<file path="config.mk">
export PLATFORM = sky130hd
export DESIGN_NAME = adc_stream_out
export DESIGN_NICKNAME = d
export VERILOG_FILES = /design/src/rtl/adc_stream_out.sv
export SDC_FILE = /design/constraint.sdc
export NUM_CORES = 1
export LEC_CHECK = 0
export BUFFER_PORTS_ARGS = -buffer_cell sky130_fd_sc_hd__buf_2
export CAP_MARGIN = 10
export CORE_ASPECT_RATIO = 1.25
export CORE_MARGIN = 3
export CORE_UTILIZATION = 25
export CTS_BUF_LIST = sky130_fd_sc_hd__clkbuf_16
export CTS_CLUSTER_SIZE = 40
export DETAILED_ROUTE_END_ITERATION = 7
export HOLD_SLACK_MARGIN = 0.15
export SLEW_MARGIN = 20
export SYNTH_ARGS = -nofsm -noshare
export SYNTH_HDL_FRONTEND = slang
export SYNTH_SLANG_ARGS = --single-unit
</file>
<file path="constraint.sdc">
create_clock -name adc_clock -period 5.55 [get_ports adc_clock]
set_input_delay 0.555 -clock adc_clock [delete_from_list [all_inputs] [get_ports adc_clock]]
set_output_delay 0.555 -clock adc_clock [all_outputs]
set_load 0.01 [all_outputs]
</file>
<file path="src/rtl/adc_stream_out.sv">
// adc_stream_out: streams a completed capture buffer out over valid/ready, with replay support.
// Ports:
//   adc_clock, reset            - clock and synchronous active-high reset
//   capture_done, start_readout - readout request, honoured only while a capture is complete
//   read_addr / read_data       - buffer read port (one-cycle registered read latency)
//   m_data, m_valid, m_ready    - output stream; m_last marks the sample from address DEPTH-1
//   readout_busy, readout_done  - high while streaming / after the final transfer
module adc_stream_out #(
    parameter int DATA_WIDTH = 12,
    parameter int ADDR_WIDTH = 12,
    parameter int DEPTH      = 4096
) (
    input  logic                  adc_clock,
    input  logic                  reset,
    input  logic                  capture_done,
    input  logic                  start_readout,
    output logic [ADDR_WIDTH-1:0] read_addr,
    input  logic [DATA_WIDTH-1:0] read_data,
    output logic [DATA_WIDTH-1:0] m_data,
    output logic                  m_valid,
    input  logic                  m_ready,
    output logic                  m_last,
    output logic                  readout_busy,
    output logic                  readout_done
);
    typedef enum logic [1:0] {IDLE, STREAM, DONE} state_t;
    localparam logic [ADDR_WIDTH:0] ISSUE_MAX = (ADDR_WIDTH+1)'(DEPTH);
    localparam logic [ADDR_WIDTH:0] XFER_LAST = (ADDR_WIDTH+1)'(DEPTH-1);

    state_t                state_q, state_d;
    logic [ADDR_WIDTH-1:0] read_addr_q, read_addr_d;
    logic [ADDR_WIDTH:0]   issue_cnt_q, issue_cnt_d;
    logic [ADDR_WIDTH:0]   xfer_cnt_q, xfer_cnt_d;
    logic [DATA_WIDTH-1:0] mem_q [2];
    logic [DATA_WIDTH-1:0] mem_d [2];
    logic [1:0]            last_q, last_d;
    logic                  rd_ptr_q, rd_ptr_d, wr_ptr_q, wr_ptr_d;
    logic [1:0]            count_q, count_d;
    logic                  inflight_q, inflight_d, inflight_last_q, inflight_last_d;
    logic                  pop, start, issue;
    logic [1:0]            occ;

    assign read_addr    = read_addr_q;
    assign m_valid      = count_q != 2'd0;
    assign m_data       = mem_q[rd_ptr_q];
    assign m_last       = m_valid && last_q[rd_ptr_q];
    assign readout_busy = state_q == STREAM;
    assign readout_done = state_q == DONE;

    always_comb begin
        pop             = m_valid && m_ready;
        start           = start_readout && capture_done && state_q != STREAM;
        // Occupancy once this cycle's pop and in-flight return settle; a read issued now
        // lands one edge later, so keeping this below 2 guarantees the FIFO never overflows
        // while still allowing one issue per cycle under full throughput.
        occ             = count_q + {1'b0, inflight_q} - {1'b0, pop};
        issue           = state_q == STREAM && occ < 2'd2 && issue_cnt_q != ISSUE_MAX;
        state_d         = pop && xfer_cnt_q == XFER_LAST ? DONE : state_q;
        mem_d           = mem_q;
        last_d          = last_q;
        if (inflight_q) begin
            mem_d[wr_ptr_q]  = read_data;
            last_d[wr_ptr_q] = inflight_last_q;
        end
        wr_ptr_d        = wr_ptr_q ^ inflight_q;
        rd_ptr_d        = rd_ptr_q ^ pop;
        count_d         = occ;
        xfer_cnt_d      = xfer_cnt_q + {{ADDR_WIDTH{1'b0}}, pop};
        issue_cnt_d     = issue_cnt_q + {{ADDR_WIDTH{1'b0}}, issue};
        read_addr_d     = issue && !(&read_addr_q) ? read_addr_q + 1'b1 : read_addr_q;
        inflight_d      = issue;
        inflight_last_d = issue && (&read_addr_q);
        if (start) begin
            state_d         = STREAM;
            read_addr_d     = '0;
            issue_cnt_d     = '0;
            xfer_cnt_d      = '0;
            count_d         = '0;
            rd_ptr_d        = 1'b0;
            wr_ptr_d        = 1'b0;
            inflight_d      = 1'b0;
            inflight_last_d = 1'b0;
        end
    end

    always_ff @(posedge adc_clock) begin
        if (reset) begin
            state_q         <= IDLE;
            read_addr_q     <= '0;
            issue_cnt_q     <= '0;
            xfer_cnt_q      <= '0;
            mem_q           <= '{default: '0};
            last_q          <= '0;
            rd_ptr_q        <= 1'b0;
            wr_ptr_q        <= 1'b0;
            count_q         <= '0;
            inflight_q      <= 1'b0;
            inflight_last_q <= 1'b0;
        end else begin
            state_q         <= state_d;
            read_addr_q     <= read_addr_d;
            issue_cnt_q     <= issue_cnt_d;
            xfer_cnt_q      <= xfer_cnt_d;
            mem_q           <= mem_d;
            last_q          <= last_d;
            rd_ptr_q        <= rd_ptr_d;
            wr_ptr_q        <= wr_ptr_d;
            count_q         <= count_d;
            inflight_q      <= inflight_d;
            inflight_last_q <= inflight_last_d;
        end
    end
endmodule

</file>
# After elaboration in Yosys (flattened, before gate mapping)
# Index checks and enable logic that the tools add are counted.
[totals] inputBits=17 regBits=72 output_inout_bits=28
[op_classes] magnitude_cmp=7 mux=13 bitwise_logic=4 reduce_logical=16 n_eq_ne=5 add_sub_neg=5
[op_table] op="12-bit 2-to-1 mux" count=4
[op_table] op="13-bit by 1-bit adder with 13-bit output" count=2
[op_table] op="24-bit bitwise mux" count=1
[op_table] op="13-bit by 12-bit equality test with 1-bit output, second input constant" count=1
[op_table] op="13-bit != test, second input constant" count=1
[op_table] op="12-bit by 1-bit adder with 12-bit output, second input constant" count=1
[op_table] op="12-bit demux with 1-bit select" count=1
[op_table] op="12-bit AND reduction" count=1
[op_table] op="1-bit logical AND" count=11
[op_table] op="1-bit 2-to-1 mux" count=5
[op_table] op="2-bit >= comparator, second input constant" count=2
[op_table] op="1-bit by 2-bit < comparator with 1-bit output, second input constant" count=2
[op_table] op="1-bit inverter with 2-bit output" count=2
[op_table] op="2-bit nonzero test" count=2
[op_table] op="2-bit by 1-bit adder with 2-bit output" count=1
[op_table] op="2-bit bitwise mux" count=1
[op_table] op="2-bit by 1-bit equality test with 1-bit output, second input constant" count=1
[op_table] op="2-bit equality test, second input constant" count=1
[op_table] op="2-bit by 1-bit < comparator with 1-bit output, second input constant" count=1
[op_table] op="2-bit < comparator, second input constant" count=1
[op_table] op="2-bit by 1-bit != test with 1-bit output, second input constant" count=1
[op_table] op="2-bit OR reduction" count=1
[op_table] op="2-bit by 1-bit subtractor with 2-bit output" count=1
[op_table] op="1-bit bitwise XOR" count=2
[op_table] op="3 further kinds" count=3

# Longest topological paths before layout
# Gate-level depths: netlist of run 1.
[logic_depth] ltp_word=7 ltp_mapped=13 mapped_depth_nobuf=13

# Worst setup path after synthesis of run 1
# No wires, ideal clock.
[synth_timing] kind="input port to flip-flop" start="in m_ready" end="reg issue_cnt_q[10]" setup_slack_ps=2863 setup_time_ps=128 required_ps=5422 t_arrival_ps=2560 cell_stages=13 n_path_buf=0 path_cell_list="o21ai_1 > xnor2_1 > ha_1 > xnor2_1 > or2_4 > inv_2 > ha_1 > ha_1 > nand3_1 > nor2_1 > nand3_1 > xor2_1 > nor2_1"
[synth_via] elab_chain_len=6
[synth_lines] element="from (decl)" line_no="21" rtl="input logic m_ready,"
[synth_lines] element="1-bit logical AND" line_no="51" rtl="pop = m_valid && m_ready;"
[synth_lines] element="2-bit by 1-bit subtractor with 2-bit output" line_no="56" rtl="occ = count_q + {1'b0, inflight_q} - {1'b0, pop};"
[synth_lines] element="2-bit < comparator" line_no="57" rtl="issue = state_q == STREAM && occ < 2'd2 && issue_cnt_q != ISSUE_MAX;"
[synth_lines] element="1-bit logical AND (2 in a row)" line_no="57"
[synth_lines] element="via issue" line_no="40" rtl="logic pop, start, issue;"
[synth_lines] element="13-bit by 1-bit adder with 13-bit output" line_no="69" rtl="issue_cnt_d = issue_cnt_q + {{ADDR_WIDTH{1'b0}}, issue};"
[synth_lines] element="to (signal assigned)" line_no="102" rtl="issue_cnt_q <= issue_cnt_d;"
[synth_lines] element="to (decl)" line_no="32" rtl="logic [ADDR_WIDTH:0] issue_cnt_q, issue_cnt_d;"
# The timed path passes the listed nets, and every way through them passes these cells.
# A chain may end at the register's enable or synchronous reset.

# Worst setup path in the final report of run 1
[layout_timing] start="reg count_q[1]" end="reg issue_cnt_q[10]"
[layout_via] elab_chain_len=7
[layout_lines] element="from (decl)" line_no="38" rtl="logic [1:0] count_q, count_d;"
[layout_lines] element="from (signal assigned)" line_no="108" rtl="count_q <= count_d;"
[layout_lines] element="branches (longest 2 deep; another with 2-bit by 1-bit adder with 2-bit output)"
[layout_lines] element="2-bit by 1-bit subtractor with 2-bit output *" line_no="56"
[layout_lines] element="2-bit < comparator *" line_no="57"
[layout_lines] element="1-bit logical AND * (2 in a row)" line_no="57"
[layout_lines] element="via issue" line_no="40"
[layout_lines] element="13-bit by 1-bit adder with 13-bit output *" line_no="69"
# Mark *: on every way through the listed nets, which the timed path passes.

==> metrics.txt, run 1 <==
status=complete, no violations; number of flops mapped to enable cells by yosys=0; WHS Path Cells=3; diode count=0; commonest cells after routing, fill and taps aside=dfxtp_1 (72), nor2_1 (71), buf_2 (44), mux2i_1 (27), nand2_1 (19); Vias/cell=4.43; post-route ant nets=0; Die ar.=0.0140 sq mm; CTS clk-pin slew, worst paths=0.05 ns; Clock H-tree levels=3; Syn Inst Count=340; Clock Sinks=72; post-route setup TNS=0 ns; Max VDD drop=0.134 mV; DR iter-0 viols=91; Post-DP HPWL=4.51 mm; Starting Density=25.7%; vias in the first global route=2416; Routed WL=6.47 mm; max cap viols=0; Synth async-reset ratio=0%; commonest non-fill, non-tap cell in the layout=dfxtp_1; R2R cell count=13; first-pass GRT wire length=11.3 mm; Die Ht=131 um; PostCTS Resize Cnt=0; Worst Path Required=5.73 ns; post-route clock skew=0.00334 ns; Die W=106 um; fillcell total=1286; syn_nets=364; Seq/Total Area, Yosys=45.9%; routed via count=2434; min cycle time layout=2.89 ns; synth warn=0; Mapped Area=0.00314 sq mm; Synth cell types=41; Clock Tree Root=clkbuf_16; Crit Path Category=reg2reg; GRT Overall Usage=9.89%; part of the cycle the worst path needs=52.1%; RSZ-0062 raised after global routing=false; antenna violations before repair=0; clk buf depth=2; CP Capture Type=flop; std cell rows=45; layout cells sized above 1=20.5%; clock tree from TritonCTS=yes; fin. max-slew vios=0; CTS Hold Bufs=0; leak pwr=1.46 nW; critical path arrival=3.07 ns; Clock Latency Late Sink=0.32 ns; PortBufs=44; startpoint types=flop; Min-Delay Path Class=in2reg; Syn-to-layout area delta=19.8%; I/O pin count=45; Num CTS Buffers=9; pin slew with the least headroom to its limit=0.855 ns; total power=1.07 mW; upper clock frequency limit=0.346 GHz; Hold WS=0.484 ns; count of TritonRoute iterations in the first routing pass=4; placeable core area=0.0122 sq mm; Finished Core Util=30.8%; Synth top area share=45.9%; CP Max Fanout=5; Mean Syn Cell Area=9.24 sq um; Slew headroom=43.0%; ranking of synthesized cells by area=dfxtp_1 (46%), mux2i_1 (8.6%), nor2_1 (8.5%); number of synthesized register bits=72; cell taking the most area after synthesis=dfxtp_1; Final setup viols=0; Main synth FF type=dfxtp_1; Power Density=284 mW/mm^2; Final nets=406; largest net degree at the start of global routing=39; total grt overflow=0; DR WL/cell=11.8 um; DR DRC count=0; final hold vios=0; RePlAce Congestion=0.733; Setup Buffers After CTS=0
==> worst paths after layout <==
check                        start                         end  slack, ns
max          count_q[1]$_SDFF_PP0_  issue_cnt_q[10]$_SDFF_PP0_       2.66
min                   read_data[1]       mem_q[1]$_SDFFE_PP0P_       0.48
max reg2reg  count_q[1]$_SDFF_PP0_  issue_cnt_q[10]$_SDFF_PP0_       2.66
min reg2reg  mem_q[9]$_SDFFE_PP0P_       mem_q[9]$_SDFFE_PP0P_       0.49
==> synth_stat cells, drive strengths merged, types with 2 or more instances <==
cell and count:
dfxtp 72, nor2 71, mux2i 27, nand2 19, nand3 18, xnor2 13, a21oi 12, mux2 12
xor2 11, clkbuf 9, nand4 8, o21ai 8, ha 7, and2 6, inv 6, a31o 5
buf 5, nor3 5, or3 5, and4 3, nor4 3, a21o 2, and3 2, nand2b 2
==> state kept, by name, indices dropped and copies added (netlist names) <==
register         cells
xfer_cnt_q          13
inflight_last_q      1
count_q              2
wr_ptr_q             1
read_addr           12
last_q               2
rd_ptr_q             1
issue_cnt_q         13
state_q              2
mem_q               24
inflight_q           1
==> layout make-up <==
type,instances,area (sq um),share of cell area (%)
tap,164,205,5.45
clock buffer,9,225,5.99
clock inverter,5,18.8,0.499
multi-input combinational,248,1620,43.1
sequential,72,1440,38.3
inverter,6,22.5,0.599
timing repair buffer,45,228,6.05
==> per-stage QoR <==
step,worst slack [ns],cell area [sq um],cells
global placement,2.52,3520,535
detailed placement,2.43,3520,535
global route,2.40,3760,549
finish,2.66,3760,549
CTS,2.64,3760,549
floorplan,2.86,3140,340
==> critical path: stages, from the launching register on <==
cell and delay [ns]:
dfxtp_1 0.33, o21ai_1 0.39, xnor2_1 0.12, ha_1 0.20, xnor2_1 0.41, or2_4 0.24
inv_2 0.06, ha_1 0.21, ha_1 0.22, nand3_1 0.17, nor2_1 0.09, nand3_1 0.10
xor2_1 0.14, nor2_1 0.05
==> routing by layer <==
metal	up-vias	routed length, um	global-route usage (%)
met3	6	387	3.83
met5	-	0	0
met2	51	2940	16.0
li1	1251	-	-
met4	0	59	3.02
met1	1126	3080	12.0
==> power breakdown <==
group	switching [mW]	total, mW	internal (mW)
Combinational	0.0358	0.0601	0.0243
Sequential	0.00663	0.531	0.525
Clock	0.189	0.477	0.289
Total	0.231	1.07	0.837
==> cells by family (layout without fill, tap and decap cells) <==
group                    after synthesis  in the layout  synth area share (%)
AND/OR/NAND/NOR                      147            147                  22.7
flip-flops                            72             72                  45.9
multiplexers                          39             39                  12.9
AO/OA/AOI/OAI                         31             31                  6.53
XOR/XNOR                              24             24                  6.69
buffers and inverters                 20             65                  2.51
adder cells (fa/ha/maj)                7              7                  2.79
Power figures use the tool's default switching activity.
==> run 2: changes to the inputs <==
==> constraint.sdc (replaced) <==
create_clock -name adc_clock -period 3 [get_ports adc_clock]
set_input_delay 0.3 -clock adc_clock [delete_from_list [all_inputs] [get_ports adc_clock]]
set_output_delay 0.3 -clock adc_clock [all_outputs]
set_load 0.01 [all_outputs]
==> metrics.txt, run 2 (synthesis gave the netlist of run 1 again) <==
status=complete, no violations; count of TritonRoute iterations in the first routing pass=4 (unchanged); fin. max-slew vios=0 (unchanged); max cap viols=0 (unchanged); part of the cycle the worst path needs=85.3% (+33 points); DR WL/cell=12.2 um (+3.7%); Setup Buffers After CTS=0 (unchanged); min cycle time layout=2.56 ns (-0.331 ns); Worst Path Required=3.21 ns (-2.52 ns); DR DRC count=0 (unchanged); commonest cells after routing, fill and taps aside=dfxtp_1 (72), nor2_1 (71), buf_2 (44), mux2i_1 (27), nand2_1 (19); CP delay by family, top=simple AND/OR/NAND/NOR gates; fillcell total=1284 (-0.16%); clk buf depth=2 (unchanged); PostCTS Resize Cnt=0 (unchanged); vias in the first global route=2497 (+3.4%); upper clock frequency limit=0.391 GHz (+13%); PortBufs=44 (unchanged); RePlAce Congestion=0.730 (-0.46%); Die ar.=0.0140 sq mm (unchanged); Die W=106 um (unchanged); Syn-to-layout area delta=23.1%; Crit Path Category=reg2reg; GRT Overall Usage=10.1% (+0.26 points); Clock Tree Root=clkbuf_16; crit-path most repeated cell=ha_1; total grt overflow=0 (unchanged); Clock Latency Late Sink=0.33 ns (about the same); RSZ-0062 raised after global routing=false; Routed WL=6.79 mm (+4.9%); Starting Density=25.7% (unchanged); final hold vios=0 (unchanged); Slew headroom=44.3% (+1.4 points); layout cells sized above 1=23.0% (+2.5 points); Clock H-tree levels=3 (unchanged); CTS clk-pin slew, worst paths=0.06 ns (about the same); I/O pin count=45 (unchanged); Final nets=410 (+0.99%); DR iter-0 viols=142 (+56%); routed via count=2481 (+1.9%); Post-DP HPWL=4.78 mm (+6.0%); leak pwr=1.51 nW (+3.4%); Non-Filler Instances=555 (+1.1%); Num CTS Buffers=9 (unchanged); pin slew with the least headroom to its limit=0.835 ns (-0.0204 ns); post-route ant nets=0 (unchanged); antenna violations before repair=0 (unchanged); Die Ht=131 um (unchanged); first-pass GRT wire length=11.5 mm (+2.2%); Max VDD drop=0.204 mV (+53%); largest net degree at the start of global routing=30 (-23%); Min-Delay Path Class=in2reg; Top reg by flops=mem_q; CTS Hold Bufs=0 (unchanged); Hold WS=0.230 ns (-0.254 ns); Vias/cell=4.47 (+0.83%); commonest non-fill, non-tap cell in the layout=dfxtp_1; dpl cells=539 (+0.75%); Clock Sinks=72 (unchanged); Final WS setup=0.440 ns (-2.22 ns); Largest regs=mem_q: 24 flops, issue_cnt_q: 13 flops, xfer_cnt_q: 13 flops; startpoint types=flop; worst path bufs/invs=1 (unchanged); post-route setup TNS=0 ns (unchanged); worst path cell trace=o21ai_1, xnor2_1, ha_1, xnor2_1, or2_4, inv_2, ha_1, ha_1, nand3_1, nor2_1, nand3_1, xor2_1, nor2_1; diode count=0 (unchanged); critical path arrival=2.77 ns (-0.30 ns); Slowest-stage cell, CP=dfxtp_1; post-route clock skew=0.00668 ns (+0.00334 ns); max FFs per register=24 (unchanged); slowest stage delay, CP=0.34 ns (-0.07 ns); placeable core area=0.0122 sq mm (unchanged); CP Capture Type=flop; worst slack, placed=0.451 ns (-1.98 ns); std cell rows=45 (unchanged); Power Density=576 mW/mm^2 (+100%); Final setup viols=0 (unchanged); CP Max Fanout=5 (unchanged); clock tree from TritonCTS=yes
-- run 2: cell count changes in the layout (fill, tap and decap cells not counted) --
cell / previous run / this run
inv_1: 7 / 5
clkinv_1: 3 / 0
clkinv_2: 0 / 2
buf_4: 1 / 5
bufinv_16: 0 / 2
clkinvlp_4: 0 / 1
clkinv_4: 0 / 1
inv_6: 0 / 1
-- run 2: final cells by class --
class                   count  area, sq um  share of cell area (%)
multi-input cells         248         1620                    41.9
flip-flops and latches     72         1440                    37.3
repair buffers             49          258                    6.66
clock buffers               9          225                    5.82
well taps                 164          205                    5.30
clock inverters             7         95.1                    2.46
inverters                   6         22.5                   0.582
-- run 2: metal layers --
| layer | track usage, % | part of all wire [%] | up-vias |
|---|---|---|---|
| met5 | 0 | 0 | - |
| met4 | 4.18 | 0.87 | 0 |
| met3 | 3.83 | 7.1 | 6 |
| met2 | 16.3 | 46 | 62 |
| met1 | 12.0 | 46 | 1145 |
| li1 | - | - | 1268 |
-- run 2: worst register-to-register path: cells and delay by family, from the launching register on --
family / cells / cell delay [ns]
xor+xnor: 3 / 0.40
flops: 1 / 0.34
buf+inv: 1 / 0.08
fa+ha+maj: 3 / 0.56
simple gates: 5 / 0.86
compound gates: 1 / 0.21
-- run 2: metrics by stage --
step                      power (mW)  instance area (sq um)  util, %
after floorplan                 1.08                   3140        -
after global placement          1.12                   3550     29.0
after detailed placement        1.12                   3550     29.0
after CTS                       2.27                   3870     31.7
after global routing            2.32                   3870     31.7
final                           2.23                   3870     31.7
-- run 2: final timing paths --
path	from	endpoint	slack [ns]	cells past startpoint
worst max-delay path	count_q[1]$_SDFF_PP0_	issue_cnt_q[10]$_SDFF_PP0_	0.44	13
worst min-delay path	read_data[3]	mem_q[3]$_SDFFE_PP0P_	0.23	3
worst max register to register	count_q[1]$_SDFF_PP0_	issue_cnt_q[10]$_SDFF_PP0_	0.44	13
worst min register to register	state_q[1]$_SDFFE_PP0P_	state_q[1]$_SDFFE_PP0P_	0.48	2
-- run 2: report_power, final --
group          total, mW  switching (mW)  internal [mW]
combinational      0.118          0.0686         0.0496
clock               1.13           0.401          0.728
sequential         0.981          0.0121          0.969
